===== src/rtl/bcd_keypad_entry_ctrl.sv =====
// bcd_keypad_entry_ctrl
// Synchronizes and debounces a 10-line one-hot keypad, encodes each accepted
// press to BCD, packs up to DIGITS digits and presents the entry on a
// valid/ready handshake when enter is requested.
// Optional feature macro: BCD_KEY_ERR_EN (reject multi-key presses, pulse key_err).
module bcd_keypad_entry_ctrl #(
    parameter int unsigned DIGITS     = 4,
    parameter int unsigned DEB_CYCLES = 8
) (
    input  logic                  clk,
    input  logic                  rst,
    input  logic [9:0]            key,
    input  logic                  enter_in,
    input  logic                  clear_in,
    input  logic                  out_ready,
    output logic                  out_valid,
    output logic [4*DIGITS-1:0]   out_bcd,
    output logic [2:0]            out_count,
    output logic [2:0]            digit_cnt,
    output logic                  overflow,
    output logic                  key_err
);

    localparam int unsigned W   = 4 * DIGITS;
    localparam int unsigned DCW = (DEB_CYCLES > 2) ? $clog2(DEB_CYCLES) : 1;

    typedef enum logic [1:0] {
        IDLE,
        DEBOUNCE,
        HOLD,
        PRESENT
    } state_t;

    state_t         state_q, state_d;
    logic [9:0]     sync1_q, ks_q;
    logic [9:0]     kv_q, kv_d;
    logic [DCW-1:0] dcnt_q, dcnt_d;
    logic [W-1:0]   buf_q, buf_d;
    logic [2:0]     cnt_q, cnt_d;
    logic           ovf_q, ovf_d;
    logic [3:0]     enc;
    logic           accept;
    logic           hold_done;
    logic           reject;

    // Two-flop synchronizer for the asynchronous key lines
    always_ff @(posedge clk or posedge rst) begin
        if (rst) begin
            sync1_q <= '0;
            ks_q    <= '0;
        end else begin
            sync1_q <= key;
            ks_q    <= sync1_q;
        end
    end

    // Highest set index of the debounced key vector wins
    always_comb begin
        enc = '0;
        for (int unsigned i = 0; i < 10; i++) begin
            if (kv_q[i]) enc = 4'(i);
        end
    end

    // The latching sample counts as the first match, so the threshold is DEB_CYCLES-2
    assign accept    = (state_q == DEBOUNCE) && (ks_q == kv_q) &&
                       (dcnt_q == DCW'(DEB_CYCLES - 2));
    assign hold_done = (state_q == HOLD) && (ks_q == '0) &&
                       (dcnt_q == DCW'(DEB_CYCLES - 1));

`ifdef BCD_KEY_ERR_EN
    assign reject = |(kv_q & (kv_q - 10'd1));
`else
    assign reject = 1'b0;
`endif

    // State register
    always_ff @(posedge clk or posedge rst) begin
        if (rst) state_q <= IDLE;
        else     state_q <= state_d;
    end

    // Next-state logic; clear_in overrides every transition
    always_comb begin
        state_d = state_q;
        if (clear_in) begin
            state_d = IDLE;
        end else begin
            case (state_q)
                IDLE: begin
                    if (ks_q != '0)                          state_d = DEBOUNCE;
                    else if (enter_in && (cnt_q != 3'd0))    state_d = PRESENT;
                end
                DEBOUNCE: begin
                    if (ks_q == '0)  state_d = IDLE;
                    else if (accept) state_d = HOLD;
                end
                HOLD: begin
                    if (hold_done) state_d = IDLE;
                end
                PRESENT: begin
                    if (out_ready) state_d = IDLE;
                end
                default: state_d = IDLE;
            endcase
        end
    end

    // Output logic: presentation outputs are driven only in PRESENT
    always_comb begin
        out_valid = (state_q == PRESENT);
        out_bcd   = out_valid ? buf_q : '0;
        out_count = out_valid ? cnt_q : '0;
    end

    assign digit_cnt = cnt_q;
    assign overflow  = ovf_q;

    // Datapath next values: latch/debounce counting, digit packing, handshake clear
    always_comb begin
        kv_d   = kv_q;
        dcnt_d = dcnt_q;
        buf_d  = buf_q;
        cnt_d  = cnt_q;
        ovf_d  = ovf_q;
        if (clear_in) begin
            buf_d = '0;
            cnt_d = '0;
            ovf_d = 1'b0;
        end else begin
            case (state_q)
                IDLE: begin
                    if (ks_q != '0) begin
                        kv_d   = ks_q;
                        dcnt_d = '0;
                    end
                end
                DEBOUNCE: begin
                    if (ks_q != '0 && ks_q != kv_q) begin
                        kv_d   = ks_q;
                        dcnt_d = '0;
                    end else if (accept) begin
                        dcnt_d = '0;
                        if (!reject) begin
                            if (cnt_q < 3'(DIGITS)) begin
                                buf_d = (buf_q << 4) | W'(enc);
                                cnt_d = cnt_q + 3'd1;
                            end else begin
                                ovf_d = 1'b1;
                            end
                        end
                    end else if (ks_q == kv_q) begin
                        dcnt_d = dcnt_q + DCW'(1);
                    end
                end
                HOLD: begin
                    if (ks_q != '0)      dcnt_d = '0;
                    else if (!hold_done) dcnt_d = dcnt_q + DCW'(1);
                end
                PRESENT: begin
                    if (out_ready) begin
                        buf_d = '0;
                        cnt_d = '0;
                        ovf_d = 1'b0;
                    end
                end
                default: ;
            endcase
        end
    end

    // Datapath registers
    always_ff @(posedge clk or posedge rst) begin
        if (rst) begin
            kv_q   <= '0;
            dcnt_q <= '0;
            buf_q  <= '0;
            cnt_q  <= '0;
            ovf_q  <= 1'b0;
        end else begin
            kv_q   <= kv_d;
            dcnt_q <= dcnt_d;
            buf_q  <= buf_d;
            cnt_q  <= cnt_d;
            ovf_q  <= ovf_d;
        end
    end

`ifdef BCD_KEY_ERR_EN
    logic kerr_q;

    // One-cycle error pulse following a rejected multi-key accept
    always_ff @(posedge clk or posedge rst) begin
        if (rst) kerr_q <= 1'b0;
        else     kerr_q <= !clear_in && accept && reject;
    end

    assign key_err = kerr_q;
`else
    assign key_err = 1'b0;
`endif

endmodule


===== config.mk =====
export PLATFORM = sky130hd
export DESIGN_NAME = bcd_keypad_entry_ctrl
export DESIGN_NICKNAME = d
export VERILOG_FILES = /design/src/rtl/bcd_keypad_entry_ctrl.sv
export SDC_FILE = /design/constraint.sdc
export NUM_CORES = 1
export LEC_CHECK = 0
export ABC_AREA = 1
export CAP_MARGIN = 15
export CELL_PAD_IN_SITES_DETAIL_PLACEMENT = 0
export CELL_PAD_IN_SITES_GLOBAL_PLACEMENT = 1
export CORE_MARGIN = 4
export CORE_UTILIZATION = 38
export DETAILED_ROUTE_END_ITERATION = 6
export HOLD_SLACK_MARGIN = 0.08
export PLACE_DENSITY_LB_ADDON = 0.1
export SETUP_SLACK_MARGIN = 0.4
export SLEW_MARGIN = 30
export SYNTH_ARGS = -nofsm -noshare
export SYNTH_HDL_FRONTEND = slang
export SYNTH_SLANG_ARGS = --single-unit

===== constraint.sdc =====
create_clock -name clk -period 2.1 [get_ports clk]
set_clock_uncertainty 0.2 [all_clocks]
set_input_delay 0.42 -clock clk [delete_from_list [all_inputs] [get_ports clk]]
set_output_delay 0.42 -clock clk [all_outputs]
set_load 0.02 [all_outputs]

==> results.md, run 1 <==
Status:
- The flow ran to the end, and the final reports show no timing, DRC or antenna violations.

Clock network:
- The clock tree synthesis step divided the H-tree into 2 levels.
- CTS placed an instance of sky130_fd_sc_hd__clkbuf_8 at the clock tree root.
- Hold repair after CTS inserted 0 buffers.
- The clock slew at the register clock pins of the worst setup and hold paths is 100 ps.
- No sink is reached through more buffers than the 2 on the longest clock path.
- The number of sinks handled by clock tree synthesis is 55.
- The clock insertion delay at the later pin of the skew report is about 300 ps.
- TritonCTS created 5 clock buffers.
- TritonCTS built the clock tree.

Cells and area:
- The number of antenna repair diodes is 0.
- Of the cells placed in the final design, the portion with a size suffix greater than 1 is 0.3280.
- The number of standard cells in the final layout excluding fillers is between 500 and 600.
- The layout has between 700 and 800 filler cells.
- The net count of the finished layout is approximately 460.
- The area growth from synthesis to layout is 42.40%.

Global routing:
- The total overflow reported by the global router is 0.
- The initial antenna violation count is 0.
- The global-route total usage across every layer is 0.1492.
- The first-pass GRT wire length is roughly 10 mm.
- The via count of the first global-routing pass is 2211.
- Entering global routing, the biggest net connects between 50 and 60 pins.

Power and ir drop:
- The leakage power summed over all cells is 0.002174 uW.
- Of the total power, the clock network draws 0.145.
- The share of total power dissipated in sequential elements is 0.376.
- Across the VDD grid, the largest voltage drop is a little over 0.0004 V.
- In this run the power spent charging and discharging nets is between 1500 and 2000 uW.
- Cell internal power was estimated by the tool at about 2500 uW.
- Of the total power, the share spent switching nets is 0.4058.
- The share of total power dissipated in combinational logic is 0.479.
- The power density over the cells is about 1000 nW/um^2.

Synth:
- Yosys attributes the largest share of cell area to sky130_fd_sc_hd__dfrtp_1 48%, sky130_fd_sc_hd__nand2_1 18%, sky130_fd_sc_hd__inv_1 7.7%.
- The number of enable flip-flop cells after synthesis is 0.
- The most common cell in the synthesized netlist is sky130_fd_sc_hd__nand2_1.
- The synthesized design contains 55 register bits.
- The number of cells produced by synthesis is around 370.
- The fraction of the yosys area taken by sequential cells is 0.4789.
- The cell taking the most area after synthesis is sky130_fd_sc_hd__dfrtp_1.
- For this run, the leading register cell type out of synthesis is sky130_fd_sc_hd__dfrtp_1.
- The synthesized netlist contains 33 unique library cells.
- Summing every instance area after synthesis gives approximately 2900 um^2.
- The fraction of registers with async set or reset after synthesis is 1.000.
- The average instance area after synthesis is between 7 and 8 um^2.
- The post-synthesis net count is 391.
- The yosys synthesis warning count is 0.
- The fraction of synthesized cell area taken by the top area cell type is 0.4789.
- Sorting the synthesized cells by how often they occur yields 139 x sky130_fd_sc_hd__nand2_1, 59 x sky130_fd_sc_hd__inv_1, 55 x sky130_fd_sc_hd__dfrtp_1.

Timing:
- The number of pins with negative max-slew slack in the final report is 0.
- The total count of hold-check failures in the final report was 0.
- Setup repair after global routing could not meet its margin everywhere.
- The total negative setup slack is 0 ps.
- Counting I/O delays and the setup requirement, the final critical path takes slightly below 2000 ps.
- Setup violations remaining at the end of the flow were counted as 0.
- The final worst-path cycle share is 0.9415.
- Hold timing on the final database bottoms out at a slack of 154.6 ps.
- The achievable clock frequency is around 510 MHz.

Routing:
- Summing over every cut layer, the via total after detailed routing is roughly 2.4k.
- The iteration count of the initial detailed-routing pass is 4.
- The DRC violation count after routing is 0.
- The number of antenna-violating nets in the routed design is 0.
- The sum of routed wire length over all layers is 6.511 mm.
- The detailed router's first-iteration violation count is 143.
- In the final routed layout, each cell accounts on average for 12.10 um.
- The vias per cell is approximately 4.5.

Floorplanning:
- The I/O pin count is 40.
- The initial core utilization is 0.3941.
- The height of the chip is 94.97 um.
- The die boundary width is between 90 and 100 um.
- The die covers between 9000 and 10000 um^2.
- After floorplanning, the core was divided into 31 placement rows.
- After floorplanning, the core was sized to cover between 7000 and 8000 um^2.

Placement:
- The number of buffers inserted by port buffering is 38.
- After detailed placement, the design holds a cell count of between 500 and 600.
- After legalization and detailed placement, the total HPWL measured ~4 mm.
- At the end of routability-driven placement, the weighted congestion stood at between 0.7 and 0.8.

Critical path:
- The critical path is of the register to output pin type.
- In this design, the largest share of critical-path delay is due to flip-flops.
- The slowest stage of the critical path belongs to the cell sky130_fd_sc_hd__dfrtp_1.
- In this design, the stage delay of the slowest critical-path cell is slightly above 400 ps.
- The worst reg-to-reg setup slack is 180 ps.
- The critical path goes through ha_4 -> clkbuf_16 -> nand2_2 -> inv_2 -> buf_6.
- At the worst endpoint, the required time is ~1500 ps.
- The biggest fanout along the worst timing path is 5.
- For the worst setup path, the data arrival time is about 1400 ps.
- The worst setup path is launched from a register.
- The number of buffers and inverters on the critical path is 3.
- STA classifies the critical path endpoint as an output pin.

Run:
- The max capacitance violation total is 0.

Worst hold path:
- The min-delay analysis places its worst path in the category register to register.
==> flip-flops by register name, indices dropped and copies added (netlist names) <==
name and flops:
overflow 1, ks_q 10, kv_q 10, state_q 2, dcnt_q 3, buf_q 16
digit_cnt 3, sync1_q 10
==> final timing paths <==
check / cells past startpoint / from / to
min in group asynchronous: 3 / rst / buf_q[6]
max in group asynchronous: 3 / rst / digit_cnt[2]
hold / removal: 0 / sync1_q[7] / ks_q[7]
setup / recovery: 5 / state_q[0] / out_bcd[10]
setup reg to reg: 10 / state_q[1] / kv_q[2]
hold reg to reg: 0 / sync1_q[7] / ks_q[7]
==> logic make-up (layout without fill, tap and decap cells) <==
family | Yosys count | in the layout | synth area share
and+or+nand+nor | 206 | 209 | 0.3291
buffers and inverters | 73 | 143 | 0.1045
DFF | 55 | 55 | 0.4789
AOI/OAI and AO/OA | 19 | 19 | 0.03657
adders and majority gates | 10 | 10 | 0.04354
xor gates and xnor gates | 2 | 2 | 0.006096
other | 1 | 1 | 0.001305
==> power groups by stage <==
stage / sequential (uW) / clock [uW] / combinational, uW
after floorplan: 1560 / 0 / 1060
after global placement: 1570 / 0 / 1500
after detailed placement: 1580 / 0 / 1510
after CTS: 1560 / 634 / 1790
after global routing: 1610 / 681 / 2240
final: 1570 / 607 / 2010
==> layout make-up <==
| type | count | area (um^2) | share of cell area |
|---|---|---|---|
| inverter | 65 | 252.7 | 0.06175 |
| multi-input combinational | 241 | 1433 | 0.3500 |
| tap | 99 | 123.9 | 0.03027 |
| clock inverter | 1 | 8.758 | 0.002140 |
| clock buffer | 6 | 82.58 | 0.02018 |
| timing repair buffer | 71 | 813.3 | 0.1987 |
| sequential | 55 | 1379 | 0.3369 |
==> layout by cell type (no fill, tap or decap), types with 3 or more instances in the layout <==
cell type                         netlist  final
sky130_fd_sc_hd__inv_1                 59     42
sky130_fd_sc_hd__buf_4                  2     22
sky130_fd_sc_hd__clkdlybuf4s50_1        0     14
sky130_fd_sc_hd__nor2_2                 3      5
sky130_fd_sc_hd__nand3_4                2      4
sky130_fd_sc_hd__nand2_2                3     21
sky130_fd_sc_hd__dfrtp_1               55     53
sky130_fd_sc_hd__ha_1                  10      7
sky130_fd_sc_hd__clkbuf_8               0      6
sky130_fd_sc_hd__buf_6                  0     21
sky130_fd_sc_hd__nor2_1                31     27
sky130_fd_sc_hd__nand2_4                2      7
sky130_fd_sc_hd__clkbuf_16              0      4
sky130_fd_sc_hd__inv_2                  5     20
sky130_fd_sc_hd__buf_12                 0      4
sky130_fd_sc_hd__nand4_1                5      5
sky130_fd_sc_hd__o21ai_0               13      9
sky130_fd_sc_hd__nand3_1               11      8
sky130_fd_sc_hd__ha_4                   0      3
sky130_fd_sc_hd__o21ai_1                0      3
sky130_fd_sc_hd__nand2_1              139    115
sky130_fd_sc_hd__nor2_4                 2      7
==> routing by layer <==
metal	up-vias	global-route usage	routed length, um	part of all wire
li1	1243	-	-	-
met1	1162	0.2048	3109	0.48
met2	30	0.2408	3151	0.48
met3	2	0.02709	212	0.033
met4	0	0.04327	38	0.0058
met5	-	0	0	0
==> stage by stage <==
stage               instance area [um^2]  setup WS (ps)  utilization  power [uW]
floorplan                           2892          218.2            -        2621
global placement                    3492          11.35       0.4789        3074
detailed placement                  3492          7.586       0.4789        3089
CTS                                 3706          113.1       0.5082        3982
global route                        4093          57.50       0.5613        4533
finish                              4093          122.9       0.5613        4187
==> what timing repair did <==
item,4_1_cts,5_1_grt
pin swaps,9,9
buffers inserted,7,6
resized for setup,110,96
gates cloned,5,4
endpoints found under the setup margin,59,58
Note: power is estimated with default switching activity, not from simulation.
==> run 2, diff against run 1 <==
- SETUP_SLACK_MARGIN: 0.4 -> not set
==> run 2 against run 1 <==
  * Via count is 5.4% lower
  * First-iteration DRC count is 22% lower
  * Hold slack worse by 1.1 ps
  * Die area stayed put
  * Critical path type unchanged
  * Critical endpoint is now digit_cnt[0]
  * Highest routed layer unchanged
==> results.md, run 2 (synthesis gave the netlist of run 1 again) <==
Cells and area:
- The number of antenna repair diodes is 0 (unchanged).
- Commonest non-fill, non-tap cells in the layout: 139 x sky130_fd_sc_hd__nand2_1, 57 x sky130_fd_sc_hd__inv_1, 54 x sky130_fd_sc_hd__dfrtp_1, 31 x sky130_fd_sc_hd__nor2_1, 18 x sky130_fd_sc_hd__clkdlybuf4s50_1 (was 115 x sky130_fd_sc_hd__nand2_1, 53 x sky130_fd_sc_hd__dfrtp_1, 42 x sky130_fd_sc_hd__inv_1, 27 x sky130_fd_sc_hd__nor2_1, 22 x sky130_fd_sc_hd__buf_4).
- The most common library cell in the layout ignoring fill and taps was sky130_fd_sc_hd__nand2_1 (unchanged).
- The number of flip-flops in the largest register is 16 (unchanged).
- The final standard cell utilization of the core is 0.4873 (was 0.5613).
- The area taken by flip-flops and latches is 1378 um^2 (was 1379 um^2).
- The top register by number of flip-flops is buf_q (unchanged).
- The synthesis-to-layout area growth is 23.64% (was 42.40%).
- The share of cells above drive strength 1 is 0.1706 (was 0.3280).
- The final layout net count is 447 (was 464).
- The fill cell instance count of the final layout is 755 (was 718).
- The area used by multi-input combinational logic was 1234 um^2 (was 1433 um^2).

Critical path:
- The worst reg-to-reg setup slack was 120 ps (was 180 ps).
- The endpoint kind of the worst setup timing path is an output pin (unchanged).
- The critical path depth in cells is 1 (was 5).
- The cell type of the slowest stage on the worst timing path is sky130_fd_sc_hd__clkdlybuf4s50_1 (was sky130_fd_sc_hd__dfrtp_1).
- The startpoint type of the worst setup path is a register (unchanged).
- The worst path buffer plus inverter count is 1 (was 3).
- The critical register-to-register path endpoint is buf_q[13] (was kv_q[2]).
- The biggest fanout along the worst timing path is 6 (was 5).
- The largest incremental delay on the critical path came to 640 ps (was 410 ps).
- The required time of the critical path came to 1480 ps (about the same).
- The startpoint of the lowest-slack register-to-register path is state_q[1] (unchanged).
- The end of the critical path is digit_cnt[0] (was out_bcd[10]).
- Sequence of cells on the critical path: clkdlybuf4s50_1 (was ha_4 -> clkbuf_16 -> nand2_2 -> inv_2 -> buf_6).
- The kind of cell with the highest combined delay on the critical path is buffers and inverters (was flip-flops).
- The launching element of the worst setup path is digit_cnt[0] (was state_q[0]).
- The critical path class is register to output pin (unchanged).
- The worst-case reg-to-reg path depth is 10 (unchanged).
- The data arrival time at the worst-slack endpoint was 1400 ps (was 1360 ps).

Floorplanning:
- The core area is 7292 um^2 (unchanged).
- The initial core utilization is 0.3941 (unchanged).
- The row count is 31 (unchanged).
- The height of the chip was 94.97 um (unchanged).
- The die boundary width is 94.97 um (unchanged).
- The overall die area is 9018 um^2 (unchanged).
- The I/O pin count is 40 (unchanged).

Routing:
- The iteration count of the initial detailed-routing pass was 4 (unchanged).
- The detailed router's first-iteration violation count was 111 (was 143).
- The DRC violation count after routing came to 0 (unchanged).
- The routed wirelength normalized by instance count came to 11.25 um (was 12.10 um).
- The vias per cell is 4.424 (was 4.530).
- The sum of routed wire length over all layers came to 5.863 mm (was 6.511 mm).
- The via count was 2305 (was 2437).
- The number of antenna-violating nets in the routed design is 0 (unchanged).

Global routing:
- The largest net degree at the start of global routing is 56 (unchanged).
- The global-route total usage across every layer came to 0.1394 (was 0.1492).
- The total overflow reported by the global router is 0 (unchanged).
- The initial antenna violation count is 0 (unchanged).
- The via count of the first global-routing pass was 2199 (was 2211).
- The first-pass GRT wire length was 9.949 mm (was 10.47 mm).

Power and ir drop:
- The power density over the cells is 1048 nW/um^2 (was 1023 nW/um^2).
- The switching share of total power is 0.4023 (was 0.4058).
- The power spent charging and discharging nets is 1498 uW (was 1699 uW).
- The combinational power share is 0.419 (was 0.479).
- The internal power contribution is 2226 uW (was 2488 uW).
- The worst ir drop on vdd was 0.0003684 V (was 0.0004099 V).
- The share of power burned in registers is 0.419 (was 0.376).
- The leakage power summed over all cells is 0.001958 uW (was 0.002174 uW).
- The proportion of power drawn by the clock network came to 0.162 (was 0.145).
- The overall power consumption was 3724 uW (was 4187 uW).

Status:
- Status: finished clean (unchanged).

Timing:
- The total count of hold-check failures in the final report is 0 (unchanged).
- RSZ-0062 raised after global routing: false (was true).
- The final setup slack of the worst path came to 84.49 ps (was 122.9 ps).
- The worst hold slack came to 153.5 ps (was 154.6 ps).
- The total negative setup slack came to 0 ps (unchanged).
- The final worst-path cycle share is 0.9598 (was 0.9415).
- The number of pins with negative max-slew slack in the final report is 0 (unchanged).
- The number of setup violations in the final report is 0 (unchanged).
- The achievable clock frequency came to 496.2 MHz (was 505.8 MHz).
- The final critical-path required period came to 2016 ps (was 1977 ps).

Placement:
- The global placement routability congestion is 0.8438 (was 0.7596).
- The final HPWL from detailed placement is 4.176 mm (was 3.975 mm).
- The number of buffers inserted by port buffering is 38 (unchanged).
- The placement-stage worst setup slack is -20.66 ps (was 7.586 ps).

Clock network:
- The number of buffers inserted by hold repair at cts is 0 (unchanged).
- The count of H-tree levels built during CTS came to 2 (unchanged).
- The number of buffers created by CTS is 5 (unchanged).
- The clock slew at the register clock pins of the worst setup and hold paths came to 100 ps (about the same).
- The CTS tree is yes (unchanged).
- The post-CTS setup buffer count is 0 (was 7).
- The root buffer cell was sky130_fd_sc_hd__clkbuf_8 (unchanged).
- The number of sinks handled by clock tree synthesis is 55 (unchanged).
- The clock insertion delay at the later pin of the skew report came to 310 ps (was 300 ps).
- The maximum buffer depth of the clock tree is 2 (unchanged).

Run:
- The max capacitance violation total is 0 (unchanged).

Worst hold path:
- The class of the tightest hold or removal check is register to register (unchanged).
- The origin of the worst min-delay path is sync1_q[7] (unchanged).
[run 2: cell types whose count changed in the layout (fill, tap and decap cells not counted), moves of 4 or more]
| cell | previous run | this run |
|---|---|---|
| sky130_fd_sc_hd__o21ai_0 | 9 | 13 |
| sky130_fd_sc_hd__nor2_1 | 27 | 31 |
| sky130_fd_sc_hd__nand2_1 | 115 | 139 |
| sky130_fd_sc_hd__inv_2 | 20 | 7 |
| sky130_fd_sc_hd__buf_4 | 22 | 12 |
| sky130_fd_sc_hd__nand2_4 | 7 | 2 |
| sky130_fd_sc_hd__nor2_4 | 7 | 3 |
| sky130_fd_sc_hd__clkbuf_2 | 1 | 17 |
| sky130_fd_sc_hd__inv_1 | 42 | 57 |
| sky130_fd_sc_hd__nand2_2 | 21 | 3 |
| sky130_fd_sc_hd__clkbuf_16 | 4 | 0 |
| sky130_fd_sc_hd__clkdlybuf4s50_1 | 14 | 18 |
| sky130_fd_sc_hd__buf_6 | 21 | 2 |
[run 2: how the worst min path moves through the flow]
stage | end | slack (ps) | cells after the start
floorplan | ks_q[0] | 130 | 0
global placement | ks_q[0] | 130 | 0
detailed placement | ks_q[5] | 130 | 0
CTS | ks_q[5] | 160 | 0
global route | ks_q[6] | 160 | 0
finish | ks_q[7] | 150 | 0
[run 2: timing repair]
action | in CTS | in global routing
setup endpoints to repair | 20 | 45
gates resized for setup | 42 | 25
cloned | 0 | 1
pin swaps | 0 | 2
[run 2: power by group through the flow]
stage	logic (uW)	registers, uW	clock network (uW)
3_3_place_gp	1510	1570	0
3_5_place_dp	1530	1570	0
6_report	1560	1560	602
4_1_cts	1530	1550	631
5_1_grt	1790	1600	672
2_1_floorplan	1060	1560	0
[run 2: through the flow]
stage / std cells / instance area (um^2)
after floorplan: 366 / 2875
after global placement: 513 / 3507
after detailed placement: 513 / 3507
after CTS: 520 / 3602
after global routing: 521 / 3553
final: 521 / 3553
[run 2: cell type report]
class                   count  share of cell area
flip-flops and latches     55              0.3877
multi-input cells         239              0.3472
repair buffers             56              0.1359
inverters                  65             0.06866
well taps                  99             0.03486
clock buffers               6             0.02324
clock inverters             1            0.002465
[run 2: metal layers]
metal  wire, um  up-vias  track usage
li1           -     1199            -
met1       2873     1058       0.1917
met2       2703       41       0.2237
met3        218        7      0.02629
met4         67        0      0.04087
met5          0        -            0
